===== src/rtl/whack_mole_round_ctrl.sv =====
// Round sequencer for the whack-a-mole game: shows one mole per round, judges
// the key press against a level-dependent window, and keeps score, level and misses.
module whack_mole_round_ctrl #(
  parameter int TICK_DIV = 100000,
  parameter int WIN0_MS  = 2000,
  parameter int WIN1_MS  = 1500,
  parameter int WIN2_MS  = 1000,
  parameter int WIN3_MS  = 500,
  parameter int FB_MS    = 200,
  parameter int GAP_MS   = 300,
  parameter int LV_STEP  = 5,
  parameter int MAX_MISS = 3
) (
  input  logic       clk,
  input  logic       rst_n,
  input  logic       start,
  input  logic       key_valid,
  input  logic [4:0] key_code,
  input  logic [2:0] rand_pos,
  output logic [7:0] mole_led,
  output logic       buzzer,
  output logic       hit_pulse,
  output logic       miss_pulse,
  output logic [7:0] score,
  output logic [1:0] level,
  output logic       game_over
);

  localparam int PW = (TICK_DIV > 1) ? $clog2(TICK_DIV) : 1;
  localparam int MW = (MAX_MISS > 0) ? $clog2(MAX_MISS + 1) : 1;

  typedef enum logic [2:0] {
    IDLE = 3'd0,
    LOAD = 3'd1,
    SHOW = 3'd2,
    HIT  = 3'd3,
    MISS = 3'd4,
    GAP  = 3'd5,
    OVER = 3'd6
  } state_t;

  state_t          state;
  state_t          next_state;
  logic [PW-1:0]   presc;
  logic            tick;
  logic [11:0]     timer;
  logic [11:0]     win;
  logic [2:0]      pos;
  logic [MW-1:0]   misses;
  logic [7:0]      score_inc;
  logic            lvl_up;
  logic            win_done;
  logic            fb_done;
  logic            gap_done;
  logic            key_real;
  logic            scored;
  logic            missed;
  logic            new_game;

  function automatic logic [11:0] win_for(input logic [1:0] lv);
    logic [11:0] w;
    case (lv)
      2'd0:    w = 12'(WIN0_MS);
      2'd1:    w = 12'(WIN1_MS);
      2'd2:    w = 12'(WIN2_MS);
      default: w = 12'(WIN3_MS);
    endcase
    return w;
  endfunction

  assign tick      = (presc == PW'(TICK_DIV - 1));
  // A phase ends on the tick that would take its timer to the full duration.
  assign win_done  = tick && (timer == (win - 12'd1));
  assign fb_done   = tick && (timer == 12'(FB_MS - 1));
  assign gap_done  = tick && (timer == 12'(GAP_MS - 1));
  assign key_real  = key_valid && (key_code < 5'd16);
  assign score_inc = (score == 8'hFF) ? 8'hFF : (score + 8'd1);
  assign lvl_up    = ((score_inc % 8'(LV_STEP)) == 8'd0) && (score_inc != 8'd0) && (level != 2'd3);
  assign scored    = (state == SHOW) && (next_state == HIT);
  assign missed    = (state == SHOW) && (next_state == MISS);
  assign new_game  = ((state == IDLE) || (state == OVER)) && (next_state == LOAD);

  // Free-running 1 ms prescaler.
  always_ff @(posedge clk or negedge rst_n) begin
    if (!rst_n) begin
      presc <= '0;
    end else if (tick) begin
      presc <= '0;
    end else begin
      presc <= presc + PW'(1);
    end
  end

  // Next-state decode; a real key press in SHOW takes priority over the timeout.
  always_comb begin
    next_state = state;
    case (state)
      IDLE: begin
        if (start) next_state = LOAD;
        else       next_state = IDLE;
      end
      LOAD: next_state = SHOW;
      SHOW: begin
        if (key_real) begin
          if (key_code == {2'b00, pos}) next_state = HIT;
          else                          next_state = MISS;
        end else if (win_done) begin
          next_state = MISS;
        end else begin
          next_state = SHOW;
        end
      end
      HIT: begin
        if (fb_done) next_state = GAP;
        else         next_state = HIT;
      end
      MISS: begin
        if (fb_done) begin
          if (misses == MW'(MAX_MISS)) next_state = OVER;
          else                         next_state = GAP;
        end else begin
          next_state = MISS;
        end
      end
      GAP: begin
        if (gap_done) next_state = LOAD;
        else          next_state = GAP;
      end
      OVER: begin
        if (start) next_state = LOAD;
        else       next_state = OVER;
      end
      default: next_state = IDLE;
    endcase
  end

  // State, phase timer, round bookkeeping and registered outputs.
  always_ff @(posedge clk or negedge rst_n) begin
    if (!rst_n) begin
      state      <= IDLE;
      timer      <= 12'd0;
      win        <= 12'd0;
      pos        <= 3'd0;
      misses     <= '0;
      score      <= 8'd0;
      level      <= 2'd0;
      mole_led   <= 8'h00;
      buzzer     <= 1'b0;
      hit_pulse  <= 1'b0;
      miss_pulse <= 1'b0;
      game_over  <= 1'b0;
    end else begin
      state      <= next_state;
      timer      <= (next_state != state) ? 12'd0 : (timer + {11'd0, tick});
      hit_pulse  <= scored;
      miss_pulse <= missed;
      buzzer     <= (next_state == HIT);
      game_over  <= (next_state == OVER);

      if (state == LOAD) begin
        pos <= rand_pos;
        win <= win_for(level);
      end

      case (next_state)
        SHOW: begin
          if (state == LOAD) mole_led <= 8'd1 << rand_pos;
          else               mole_led <= mole_led;
        end
        OVER:    mole_led <= 8'hFF;
        default: mole_led <= 8'h00;
      endcase

      if (new_game) begin
        score  <= 8'd0;
        level  <= 2'd0;
        misses <= '0;
      end else if (scored) begin
        score <= score_inc;
        if (lvl_up) level <= level + 2'd1;
      end else if (missed) begin
        misses <= misses + MW'(1);
      end
    end
  end

endmodule


===== config.mk =====
export PLATFORM = sky130hd
export DESIGN_NAME = whack_mole_round_ctrl
export DESIGN_NICKNAME = d
export VERILOG_FILES = /design/src/rtl/whack_mole_round_ctrl.sv
export SDC_FILE = /design/constraint.sdc
export NUM_CORES = 1
export LEC_CHECK = 0
export ABC_AREA = 1
export CAP_MARGIN = 15
export CORE_ASPECT_RATIO = 2
export CORE_MARGIN = 2
export CORE_UTILIZATION = 49
export DETAILED_ROUTE_END_ITERATION = 8
export HOLD_SLACK_MARGIN = 0.15
export PLACE_DENSITY_LB_ADDON = 0.3
export REMOVE_ABC_BUFFERS = 1
export SKIP_LAST_GASP = 1
export SLEW_MARGIN = 20
export SYNTH_ARGS = -nofsm -noshare
export SYNTH_HDL_FRONTEND = slang
export SYNTH_SLANG_ARGS = --single-unit

===== constraint.sdc =====
create_clock -name clk -period 4.9 [get_ports clk]
set_input_delay 1.225 -clock clk [delete_from_list [all_inputs] [get_ports clk]]
set_output_delay 1.225 -clock clk [all_outputs]
set_load 0.005 [all_outputs]

==> results of run 1 <==
worst min path at each step:
stage | startpoint | end | depth (start not counted) | slack (ns)
3_5_place_dp | misses[0] | misses[0] | 1 | 0.47
4_1_cts | misses[0] | misses[0] | 1 | 0.48
2_1_floorplan | misses[0] | misses[0] | 1 | 0.44
6_report | presc[0] | presc[0] | 1 | 0.49
3_3_place_gp | misses[0] | misses[0] | 1 | 0.46
5_1_grt | misses[0] | misses[0] | 1 | 0.51
routing by layer:
metal	up-vias	track usage (%)	part of all wire (%)
li1	2072	-	-
met1	1961	21.8	34
met2	105	47.2	58
met3	35	5.04	3.4
met4	0	13.4	4.2
met5	-	0	0
power breakdown:
part	switching [uW]	internal, uW	leakage (uW)
Clock	234	392	0.000136
Combinational	273	148	0.00166
Sequential	47.2	608	0.000879
logic make-up after synthesis:
kind of cell	count (synthesis)	share of synthesized area (%)
compound gates	65	8.91
flops	66	36.4
buf+inv	111	9.18
xor+xnor	18	3.47
fa+ha+maj	16	4.41
simple gates	333	37.6
cell type report:
type	instances	area, um^2
inverter	104	390
sequential	66	1650
tap	102	128
multi-input combinational	432	2500
fill	840	3670
clock inverter	5	55.1
timing repair buffer	41	385
clock buffer	11	233
sequential cells by signal, summed over array words and instances, names as in the netlist, 2 cells and up:
register / cells
timer: 12
win: 7
state: 3
mole_led: 8
misses: 2
presc: 17
level: 2
pos: 3
score: 8
per-stage QoR:
stage | hold WS (ns) | setup WS, ns | area [um^2]
after CTS | 0.480 | 0.254 | 5270
after global routing | 0.508 | -0.0145 | 5340
final | 0.486 | 0.405 | 5340
after detailed placement | 0.471 | 0.281 | 4990
after global placement | 0.458 | 0.548 | 4990
after floorplan | 0.441 | 0.807 | 4510
repair_timing:
item | 4_1_cts | 5_1_grt
resized for setup | 0 | 7
buffers inserted | 0 | 5
setup endpoints to repair | 0 | 2
worst max-delay path: cells and delay by family (launching register included):
| family | cells | cell delay (ns) |
|---|---|---|
| simple gates | 27 | 2.69 |
| flops | 1 | 0.40 |
| buf+inv | 4 | 0.35 |
| fa+ha+maj | 4 | 0.94 |
cells in the final DEF (no fill, tap or decap), types with 7 or more instances in the layout:
cell,count
clkdlybuf4s50_1,32
o21ai_0,28
inv_2,7
o211ai_1,7
ha_1,15
nand3_1,47
nor3_1,14
nand2_1,125
nand2_2,25
nand3_2,7
dfrtp_1,64
buf_4,8
xor2_1,12
nor4_1,7
inv_1,94
nand2_4,8
nand4_1,19
nor2_1,56
clkbuf_16,9
==> results.ini, run 1 <==
[power]
p_leak_uw = 0.00267
power_uw = 1700
ir_drop_mv = 0.175
power_density_nw_per_um2 = 318

[cts]
clk_path_buf_depth = 2
clk_latency_ns = 0.33
hold_buffers = 0
ctsRootBufferMaster = clkbuf_16
path_clk_slew_ns = 0.05
cts_tree = done
cts_buffers = 9
cts_htree_levels = 3
numClockSinks = 66

[worst_setup_path]
end_kind = flop
critPathKind = flop to flop
cp-startpoint = score[1]
cpPeakStageDelay_ns = 0.40
worst_path_max_delay_cell = dfrtp_2
critPathMostFrequentCell = nand3_1
cp_data_required_time_ns = 5.12
rr_worst_depth = 35
endpoint = level[1]
cp.arrival_ns = 4.71
r2r_end = level[1]
reg2reg_slack_ns = 0.41
crit_path_start_kind = flop
crit_fanout = 6
timing.rr.start = score[1]

[layout]
nets = 682
final_layout_size_suffix_gt1_share_pct = 14.4
instances_no_fill = 761
area_growth_pct = 17.8
n_antenna_cell = 0
final_core_util_pct = 59.3

[synth]
yosys.cell_types.count = 40
synth-main-ff-cell = dfrtp_1
synthArstFlopShare_pct = 100
ys_top_cells_by_area = dfrtp_1 (36%), nand2_1 (10%), inv_1 (7.8%)
synth_edf_count = 0
synth_common_cells = nand2_1 (125), inv_1 (94), dfrtp_1 (66)
yosysTopAreaCell = dfrtp_1
yosysMostFrequentCell = nand2_1
synth.avg_cell_area_um2 = 7.45
syn_inst = 609
synth_seq_cells = 66
synth.top_cell.area_share_pct = 36.4
yosys_warnings = 0
syn-cell-area_um2 = 4540
ys_seq_area_share_pct = 36.4

[floorplan]
rows = 49
ioPinCount = 34
core_area_um2 = 9010
start_util_pct = 50.3
die_w_um = 72.0
die-area_um2 = 10100
die-height_um = 140

[placed_design]
dp_hpwl_mm = 8.99
gp_congestion = 0.892
dp_cells = 740
portBuffers = 33

[sta]
finalCriticalPeriod_ns = 4.49
finalHoldViolCount = 0
drv_slew = 0
fin_setup_tns_ns = 0
slew_headroom_pct = 46.0
fmax_mhz = 222
min_period_over_period_pct = 91.7
worst_pin_slew_ns = 0.810
finClkSkew_ns = 0.00690
setup_viol = 0

[flow_run]
max_cap_viol_count = 0

[route]
postRouteAntennaNets = 0
wl_mm = 11.5
first_iter_violations = 248
via_per_inst = 5.48
post_drt_wl_per_cell_um = 15.1
dr_total_vias = 4173
first_pass_iters = 5
drc = 0

[status]
outcome = finished clean

[grt]
grt_overflow = 0
grt_max_degree = 36
antenna_found_initial = 0
gr-usage-all-layers_pct = 24.2
grt_pass1_vias = 4195
grt_pass1_wl_mm = 18.9

[hold_path]
hold_class = flop to flop

No activity file was read; power rests on OpenSTA's default activity.
==> run 2: changes to the inputs <==
--- a/config.mk
+++ b/config.mk
@@ -6,14 +6,15 @@
 export NUM_CORES = 1
 export LEC_CHECK = 0
 export ABC_AREA = 1
-export CAP_MARGIN = 15
 export CORE_ASPECT_RATIO = 2
 export CORE_MARGIN = 2
 export CORE_UTILIZATION = 49
+export CTS_CLUSTER_SIZE = 25
 export DETAILED_ROUTE_END_ITERATION = 8
 export HOLD_SLACK_MARGIN = 0.15
 export PLACE_DENSITY_LB_ADDON = 0.3
 export REMOVE_ABC_BUFFERS = 1
+export SETUP_SLACK_MARGIN = 0.5
 export SKIP_LAST_GASP = 1
 export SLEW_MARGIN = 20
 export SYNTH_ARGS = -nofsm -noshare
==> run 2 against run 1 <==
Compared with the run above:
- via count up 0.96%
- setup slack gained 0.30 ns
- clock skew decreased by 0.00051 ns
- non-clock buffer count is 12 higher
- power increased by 0.16%
- first-iteration DRC count increased by 6.0%
- fmax grew 7.2%
- critical path depth decreased by 3
- sequential share of layout area is 0.92 points lower
- largest cell class unchanged
- core utilization is 2.0 points higher
==> results.ini, run 2 (synthesis gave the netlist of run 1 again) <==
[sta]
finClkSkew_ns = 0.00639  ; -0.000511 ns
finalHoldViolCount = 0  ; unchanged
fmax_mhz = 239  ; +7.2%
setup_viol = 0  ; unchanged
slew_headroom_pct = 45.3  ; -0.71 points
min_period_over_period_pct = 85.6  ; -6.2 points
fin_setup_tns_ns = 0  ; unchanged
rsz0062_at_grt = false
drv_slew = 0  ; unchanged
hold-worst-slack_ns = 0.486  ; -0.000110 ns
worst_pin_slew_ns = 0.821  ; +0.0107 ns
finalCriticalPeriod_ns = 4.19  ; -0.303 ns

[flow_run]
max_cap_viol_count = 0  ; unchanged

[worst_setup_path]
crit_fanout = 6  ; unchanged
end_kind = flop
cp.arrival_ns = 4.41  ; -0.30 ns
endpoint = level[1]
reg2reg_slack_ns = 0.71  ; +0.30 ns
crit_path_start_kind = flop
critPathKind = flop to flop
rr_worst_depth = 32  ; -8.6%
cpPeakStageDelay_ns = 0.45  ; +0.05 ns
critPathMostFrequentCell = nand2_2
worst_path_max_delay_cell = dfrtp_1
r2r_end = level[1]
cp_data_required_time_ns = 5.11  ; about the same
cp-startpoint = score[5]
timing.rr.start = score[5]

[cts]
path_clk_slew_ns = 0.05  ; about the same
numClockSinks = 66  ; unchanged
ctsRootBufferMaster = clkbuf_16
cts_buffers = 9  ; unchanged
cts_htree_levels = 3  ; unchanged
hold_buffers = 0  ; unchanged
clk_path_buf_depth = 2  ; unchanged
clk_latency_ns = 0.33  ; about the same
cts_tree = done

[route]
postRouteAntennaNets = 0  ; unchanged
first_pass_iters = 5  ; unchanged
drc = 0  ; unchanged
post_drt_wl_per_cell_um = 15.1  ; +0.17%
wl_mm = 11.7  ; +1.7%
via_per_inst = 5.45  ; -0.61%
dr_total_vias = 4213  ; +0.96%
first_iter_violations = 263  ; +6.0%

[grt]
grt_pass1_vias = 4246  ; +1.2%
grt_max_degree = 36  ; unchanged
grt_overflow = 0  ; unchanged
antenna_found_initial = 0  ; unchanged
grt_pass1_wl_mm = 19.0  ; +0.69%
gr-usage-all-layers_pct = 24.3  ; +0.15 points

[floorplan]
rows = 49  ; unchanged
die_w_um = 72.0  ; unchanged
start_util_pct = 50.3  ; unchanged
ioPinCount = 34  ; unchanged
core_area_um2 = 9010  ; unchanged
die-height_um = 140  ; unchanged
die-area_um2 = 10100  ; unchanged

[hold_path]
hold_class = flop to flop

[power]
power_density_nw_per_um2 = 309  ; -3.0%
ir_drop_mv = 0.176  ; +0.41%
p_leak_uw = 0.00275  ; +3.0%

[placed_design]
portBuffers = 33  ; unchanged
gp_congestion = 0.892  ; unchanged
dp_hpwl_mm = 8.99  ; unchanged

[layout]
n_antenna_cell = 0  ; unchanged
top_register = presc
reg_top3 = presc: 17 flops, timer: 12 flops
nets = 694  ; +1.8%
final_layout_size_suffix_gt1_share_pct = 17.9  ; +3.5 points
final_core_util_pct = 61.3  ; +2.0 points
layout_common_cells = nand2_1 (123), inv_1 (92), dfrtp_1 (61), nor2_1 (56), nand3_1 (44)
area_growth_pct = 21.7
largest_reg_flops = 17  ; unchanged
mostFrequentLayoutCell = nand2_1

[status]
outcome = finished clean

==> run 2: cell count changes in the layout (fill, tap and decap cells not counted), sizes merged <==
cell / before / now
buf: 9 / 21
inv: 101 / 102
clkinv: 5 / 4
==> run 2: what timing repair did <==
item                                    in CTS  in global routing
endpoints found under the setup margin       2                  2
buffers inserted                             8                  9
gates resized for setup                      4                 25
pin swaps                                    3                 11
==> run 2: worst max-delay path: cells and delay by family, from the launching register on <==
family	cells	cell delay (ns)
buffers and inverters	3	0.28
and+or+nand+nor	26	2.85
DFF	1	0.45
AOI/OAI and AO/OA	1	0.12
adders and majority gates	2	0.36
==> run 2: worst min-delay path by stage <==
stage | start | endpoint | slack [ns] | depth (start not counted)
finish | presc[0] | presc[0] | 0.49 | 1
detailed placement | misses[0] | misses[0] | 0.47 | 1
global placement | misses[0] | misses[0] | 0.46 | 1
global route | misses[0] | misses[0] | 0.51 | 1
CTS | misses[0] | misses[0] | 0.48 | 1
floorplan | misses[0] | misses[0] | 0.44 | 1
==> run 2: cell type report <==
cell class / instances / area, um^2
Fill cell: 811 / 3490
Multi-Input combinational cell: 432 / 2580
Sequential cell: 66 / 1660
Timing Repair Buffer: 53 / 479
Inverter: 104 / 390
Clock buffer: 11 / 233
Tap cell: 102 / 128
Clock inverter: 5 / 55.1
==> run 2: metrics by stage <==
stage / area [um^2] / power, uW / setup WS (ns) / cells
6_report: 5520 / 1700 / 0.708 / 773
5_1_grt: 5520 / 1800 / 0.431 / 773
4_1_cts: 5350 / 1710 / 0.521 / 764
3_5_place_dp: 4990 / 1080 / 0.281 / 740
3_3_place_gp: 4990 / 1060 / 0.548 / 740
2_1_floorplan: 4510 / 927 / 0.807 / 602
==> run 2: report_power, final <==
group          switching, uW  internal [uW]
Sequential              47.2            608
Combinational            274            151
Clock                    233            392
==> run 2: routing by layer <==
metal	GRT usage, %	wire length, um
met5	0	0
met2	47.9	6740
met1	21.8	4030
met3	4.89	370
met4	13.1	523
